## src/rtl/siecomp_disp_pkg.sv

```systemverilog
// Shared definitions for the sum BCD display: FSM encoding, conversion width
// and active-low 7-segment codes in {g,f,e,d,c,b,a} order.
package siecomp_disp_pkg;

  typedef enum logic [1:0] {
    IDLE = 2'd0,
    CONV = 2'd1,
    DONE = 2'd2
  } state_e;

  localparam int NUM_BITS = 6;

  localparam logic [3:0] BCD_BLANK = 4'hF;

  localparam logic [6:0] SEG_BLANK = 7'b1111111;
  localparam logic [6:0] SEG_0     = 7'b1000000;
  localparam logic [6:0] SEG_1     = 7'b1111001;
  localparam logic [6:0] SEG_2     = 7'b0100100;
  localparam logic [6:0] SEG_3     = 7'b0110000;
  localparam logic [6:0] SEG_4     = 7'b0011001;
  localparam logic [6:0] SEG_5     = 7'b0010010;
  localparam logic [6:0] SEG_6     = 7'b0000010;
  localparam logic [6:0] SEG_7     = 7'b1111000;
  localparam logic [6:0] SEG_8     = 7'b0000000;
  localparam logic [6:0] SEG_9     = 7'b0010000;

endpackage

```

## src/rtl/bcd_to_7seg.sv

```systemverilog
// Combinational BCD digit to active-low 7-segment decoder; codes above 9 blank
// the digit.
module bcd_to_7seg
  import siecomp_disp_pkg::*;
(
  input  logic [3:0] bcd_i,
  output logic [6:0] seg_o
);

  // Digit lookup with blank for non-decimal codes
  always_comb begin
    seg_o = SEG_BLANK;
    case (bcd_i)
      4'd0:    seg_o = SEG_0;
      4'd1:    seg_o = SEG_1;
      4'd2:    seg_o = SEG_2;
      4'd3:    seg_o = SEG_3;
      4'd4:    seg_o = SEG_4;
      4'd5:    seg_o = SEG_5;
      4'd6:    seg_o = SEG_6;
      4'd7:    seg_o = SEG_7;
      4'd8:    seg_o = SEG_8;
      4'd9:    seg_o = SEG_9;
      default: seg_o = SEG_BLANK;
    endcase
  end

endmodule

```

## src/rtl/sum_bcd_display.sv

```systemverilog
// Captures {cout,s}, converts it to two BCD digits by double-dabble and drives a
// 2-digit multiplexed 7-segment display. Option: BLANK_LEADING_ZERO_EN.
module sum_bcd_display
  import siecomp_disp_pkg::*;
#(
  parameter int REFRESH_DIV = 50000,
  parameter int CNT_W       = 16
) (
  input  logic             clk,
  input  logic             rst_n,
  input  logic [4:0]       s,
  input  logic             cout,
  input  logic             start,
  output logic             busy,
  output logic             done,
  output logic [3:0]       bcd_tens,
  output logic [3:0]       bcd_ones,
  output logic [1:0]       digit_sel,
  output logic [6:0]       seg
);

  state_e           state_q;
  logic [5:0]       val_q;
  logic [1:0]       tens_q;
  logic [3:0]       ones_q;
  logic [2:0]       bit_cnt_q;
  logic             busy_q;
  logic             done_q;
  logic [3:0]       bcd_tens_q;
  logic [3:0]       bcd_ones_q;
  logic [CNT_W-1:0] cnt_q;
  logic [1:0]       digit_sel_q;
  logic [6:0]       seg_q;

  logic [3:0]       ones_adj_s;
  logic [2:0]       tens_d;
  logic [3:0]       ones_d;
  logic [5:0]       val_d;
  logic             last_shift_s;
  logic [3:0]       bcd_tens_d;
  logic [3:0]       bcd_ones_d;

  // One double-dabble step. Scratch tens never exceeds 3 before the final
  // shift, so only two bits are kept; the third appears on the last shift.
  always_comb begin
    if (ones_q >= 4'd5) begin
      ones_adj_s = ones_q + 4'd3;
    end else begin
      ones_adj_s = ones_q;
    end
    {tens_d, ones_d, val_d} = {tens_q, ones_adj_s, val_q, 1'b0};
    last_shift_s = (state_q == CONV) && (bit_cnt_q == 3'(NUM_BITS - 1));
    if (last_shift_s) begin
      bcd_tens_d = {1'b0, tens_d};
      bcd_ones_d = ones_d;
    end else begin
      bcd_tens_d = bcd_tens_q;
      bcd_ones_d = bcd_ones_q;
    end
  end

  // Capture/convert FSM with registered status and result outputs
  always_ff @(posedge clk or negedge rst_n) begin
    if (!rst_n) begin
      state_q    <= IDLE;
      val_q      <= 6'd0;
      tens_q     <= 2'd0;
      ones_q     <= 4'd0;
      bit_cnt_q  <= 3'd0;
      busy_q     <= 1'b0;
      done_q     <= 1'b0;
      bcd_tens_q <= 4'd0;
      bcd_ones_q <= 4'd0;
    end else begin
      bcd_tens_q <= bcd_tens_d;
      bcd_ones_q <= bcd_ones_d;
      case (state_q)
        IDLE: begin
          done_q <= 1'b0;
          if (start) begin
            val_q     <= {cout, s};
            tens_q    <= 2'd0;
            ones_q    <= 4'd0;
            bit_cnt_q <= 3'd0;
            busy_q    <= 1'b1;
            state_q   <= CONV;
          end else begin
            busy_q    <= 1'b0;
          end
        end
        CONV: begin
          tens_q    <= tens_d[1:0];
          ones_q    <= ones_d;
          val_q     <= val_d;
          bit_cnt_q <= bit_cnt_q + 3'd1;
          if (last_shift_s) begin
            busy_q  <= 1'b0;
            done_q  <= 1'b1;
            state_q <= DONE;
          end else begin
            busy_q  <= 1'b1;
          end
        end
        DONE: begin
          done_q  <= 1'b0;
          busy_q  <= 1'b0;
          state_q <= IDLE;
        end
        default: begin
          done_q  <= 1'b0;
          busy_q  <= 1'b0;
          state_q <= IDLE;
        end
      endcase
    end
  end

  logic             cnt_wrap_s;
  logic [CNT_W-1:0] cnt_d;
  logic [1:0]       digit_sel_d;
  logic [3:0]       digit_s;
  logic [6:0]       seg_s;

  // Refresh timing and digit mux; uses next-state values so seg always
  // matches the registered digit_sel and bcd outputs
  always_comb begin
    cnt_wrap_s = (cnt_q == CNT_W'(REFRESH_DIV - 1));
    if (cnt_wrap_s) begin
      cnt_d       = {CNT_W{1'b0}};
      digit_sel_d = ~digit_sel_q;
    end else begin
      cnt_d       = cnt_q + CNT_W'(1);
      digit_sel_d = digit_sel_q;
    end
    if (digit_sel_d == 2'b01) begin
`ifdef BLANK_LEADING_ZERO_EN
      if (bcd_tens_d == 4'd0) begin
        digit_s = BCD_BLANK;
      end else begin
        digit_s = bcd_tens_d;
      end
`else
      digit_s = bcd_tens_d;
`endif
    end else begin
      digit_s = bcd_ones_d;
    end
  end

  bcd_to_7seg u_dec (
    .bcd_i (digit_s),
    .seg_o (seg_s)
  );

  // Display refresh registers
  always_ff @(posedge clk or negedge rst_n) begin
    if (!rst_n) begin
      cnt_q       <= {CNT_W{1'b0}};
      digit_sel_q <= 2'b10;
      seg_q       <= SEG_0;
    end else begin
      cnt_q       <= cnt_d;
      digit_sel_q <= digit_sel_d;
      seg_q       <= seg_s;
    end
  end

  assign busy      = busy_q;
  assign done      = done_q;
  assign bcd_tens  = bcd_tens_q;
  assign bcd_ones  = bcd_ones_q;
  assign digit_sel = digit_sel_q;
  assign seg       = seg_q;

endmodule
```

## config.mk

```make
export PLATFORM = sky130hd
export DESIGN_NAME = sum_bcd_display
export DESIGN_NICKNAME = d
export VERILOG_FILES = /design/src/rtl/siecomp_disp_pkg.sv /design/src/rtl/bcd_to_7seg.sv /design/src/rtl/sum_bcd_display.sv
export SDC_FILE = /design/constraint.sdc
export NUM_CORES = 1
export LEC_CHECK = 0
export CORE_UTILIZATION = 50
export DETAILED_ROUTE_END_ITERATION = 10
export GPL_TIMING_DRIVEN = 0
export MAX_ROUTING_LAYER = met4
export PLACE_DENSITY = 0.72
export RECOVER_POWER = 50
export SYNTH_ARGS = -nofsm -noshare
export SYNTH_HDL_FRONTEND = slang
export SYNTH_SLANG_ARGS = --single-unit
```

## constraint.sdc

```tcl
create_clock -name clk -period 2.61 [get_ports clk]
set_input_delay 0.3915 -clock clk [delete_from_list [all_inputs] [get_ports clk]]
set_output_delay 0.3915 -clock clk [all_outputs]
set_load 0.02 [all_outputs]
```

==> results.ini <==
[status]
status=finished, final reports clean

[detailed_routing]
firstDrtPassIters=4
vias_per_cell=5.403
route.detailed.drc=0
ant_nets=0
drt-wirelength-per-cell_um=14.19
drtIter0Drc=128
vias=2118
drt-total-wl_um=5561

[placement]
routabilityCongestion=0.7815
port_buffers=27
post-dp-hpwl_um=3761

[power_and_ir_drop]
power_density_nw_per_um2=1021
power_leakage_nw=1.563
clkPwrFrac_pct=13.5
switchingPower_mw=1.380
power.total_mw=3.495
p_sw_share_pct=39.47
internal_power_mw=2.115
seqPwrFrac_pct=34.4
p_comb_share_pct=52.0
vdd_drop_max_v=0.0005852

[synth]
syn_area_um2=2748
synth_xor_area_share_pct=5.100
synthCells=268
synthMuxAreaShare_pct=3.552
synth_compound_area_share_pct=15.57
ys_types=56
synthAdderAreaFrac_pct=4.554
yosysWarnings=0
synth_top_family_by_area=simple AND/OR/NAND/NOR gates
synth-edff-count=0
synth_simple_gate_area_share_pct=19.72
ys_seq_area_share_pct=47.45
syn_area_per_cell_um2=10.25
syn-num-nets=287
synthArstFlopShare_pct=100.0
synth_seq_cells=52
synth_top_flop_cell=dfrtp_1

[worst_setup_path]
cp_data_arrival_time_ns=2.73
crit_type=flop to flop
start_kind=flop
worst-path-max-fanout=7
endpoint_kind=flop
critical_path_required_ns=2.79
reg2reg_depth=11

[sta]
worstMarginPinSlew_ns=0.4806
finalSetupViolCount=0
period_needed_ns=2.548
clock_skew_ns=0.008248
max_freq_ghz=0.3924
finalHoldViolations=0
fin_crit_sh_pct=97.64
final-max-slew-violation-count=0
slew_headroom_pct=67.96

[global_routing]
grt_pass1_vias=2036
grt_usage_pct=21.07
antenna_found_initial=0
grt-ovfl-total=0
grt_pass1_wl_um=9508
grt_max_degree=39

[cts]
insertion_delay_ns=0.31
cts-root-buf=clkbuf_8
cts_sinks=52
numCtsBuffers=5
cts.clk_slew.worst_paths_ns=0.09
htreeDepth=2
tritoncts=yes
cts_max_path_buffers=2

[final_layout]
syn2layout_area_growth_pct=24.54
regArea_um2=1305
drive_gt1_share_pct=18.01
layout.nets=340
final_util_pct=65.75
fillers=431
multi_input_area_um2=1398
antenna_cells=0

[min_path]
hp-class=flop to flop
hold_path_depth=1

[floorplan]
rows=26
die_h_um=76.13
io_pins=28
core_area_um2=5205
die-area_um2=5796
die_w_um=76.13
start_util_pct=52.79

[job]
max_cap_violations=0

## cells by family after synthesis
kind of cell	after synthesis
flops	52
buf+inv	23
xor+xnor	16
fa+ha+maj	10
compound gates	62
simple gates	96
mux	9
## worst max-delay path: stages, from the launching register on
cell and delay, ns:
dfrtp_2 0.47, ha_1 0.24, nand2b_1 0.19, a211oi_2 0.33, o31ai_4 0.10, buf_4 0.15
a211oi_4 0.26, a31oi_4 0.06, buf_4 0.18, ha_1 0.21, a31oi_1 0.16, a31oi_1 0.06
## path summary, 6_finish.rpt
| check | slack [ns] | startpoint | to |
|---|---|---|---|
| min in group asynchronous | 0.52 | rst_n | ones_q[2] |
| setup / recovery | 0.06 | ones_q[0] | seg[2] |
| hold reg to reg | 0.49 | cnt_q[13] | cnt_q[13] |
| max in group asynchronous | 1.50 | rst_n | seg[6] |
| setup reg to reg | 0.06 | ones_q[0] | seg[2] |
| hold / removal | 0.49 | cnt_q[13] | cnt_q[13] |
## power groups by stage
stage                     sequential [mW]  clock, mW  combinational (mW)
final                                1.20      0.473                1.82
after global routing                 1.23      0.525                2.02
after CTS                            1.19      0.484                1.69
after detailed placement             1.21          0                1.64
after global placement               1.20          0                1.60
after floorplan                      1.33          0                1.02
## sequential cells by signal, summed over array words and instances (netlist names)
name,cells
bcd_ones,4
bcd_tens,4
bit_cnt_q,3
busy,1
cnt_q,16
digit_sel,2
done,1
ones_q,4
seg,7
state_q,2
tens_q,2
val_q,6
## area by class of cell
type	count	share of cell area, %
inverters	11	1.316
plain buffers	12	2.157
repair buffers	46	12.36
flip-flops and latches	52	38.14
multi-input cells	193	40.84
clock buffers	8	2.633
well taps	70	2.559
## routing by layer
| metal | track usage, % | wire (um) | part of all wire [%] | up-vias |
|---|---|---|---|---|
| li1 | - | - | - | 1038 |
| met1 | 28.71 | 2675 | 48 | 1040 |
| met2 | 31.73 | 2701 | 49 | 33 |
| met3 | 4.311 | 134 | 2.4 | 7 |
| met4 | 6.731 | 49 | 0.88 | 0 |
| met5 | - | 0 | 0 | - |
## Yosys cell counts, types with 2 or more instances
cell / n / share of area (%)
nor2_1: 17 / 2.3
nor3_1: 4 / 0.73
a22o_1: 4 / 1.3
nor3b_1: 4 / 1.1
mux2i_1: 6 / 2.2
nor2b_1: 11 / 2.5
xor2_1: 9 / 2.9
nand2_1: 27 / 3.7
inv_1: 10 / 1.4
clkbuf_1: 6 / 0.82
a311oi_1: 2 / 0.64
dfstp_2: 2 / 1.9
and3_1: 6 / 1.4
a21oi_1: 11 / 2.0
a31oi_1: 5 / 1.1
and4_1: 2 / 0.64
ha_1: 10 / 4.6
mux2_2: 2 / 0.82
and2_1: 5 / 1.1
dfrtp_1: 50 / 46
or3_1: 2 / 0.46
buf_4: 2 / 0.55
o21ai_0: 19 / 3.5
buf_6: 2 / 0.82
a22oi_1: 8 / 2.2
nand3_1: 5 / 0.91
xnor2_1: 7 / 2.2
o21ai_1: 2 / 0.36
## stage by stage
step / instance area [um^2] / worst slack (ns) / TNS, ns / hold slack (ns) / std cells
6_report: 3422 / 0.06163 / 0 / 0.4927 / 392
5_1_grt: 3422 / -0.04150 / -0.1350 / 0.5094 / 392
4_1_cts: 3253 / 0.008470 / 0 / 0.4930 / 379
3_5_place_dp: 3120 / -0.1798 / -0.7558 / 0.3265 / 366
3_3_place_gp: 3105 / -0.4160 / -21.12 / 0.4737 / 365
2_1_floorplan: 2748 / 0.1539 / 0 / 0.09591 / 268
## timing repair
item	CTS	global route
pin swaps	3	7
resized for setup	2	17
gates cloned	0	0
buffers inserted	4	13
hold endpoints to repair	14	0
hold buffers	1	0
endpoints found under the setup margin	6	7
## cells in the final DEF, fill, tap and decap left out, drive strengths merged, types with 6 or more instances in the layout
cell type      instances
a21oi                 11
a22oi                  8
a31oi                  6
and3                   7
buf                   24
clkbuf                15
clkdlybuf4s50         26
dfrtp                 50
ha                    10
inv                   10
mux2i                  6
nand2                 27
nand3                  6
nor2                  18
nor2b                 11
o21ai                 21
xnor2                  7
xor2                   9
Note: power is estimated with default switching activity, not from simulation.
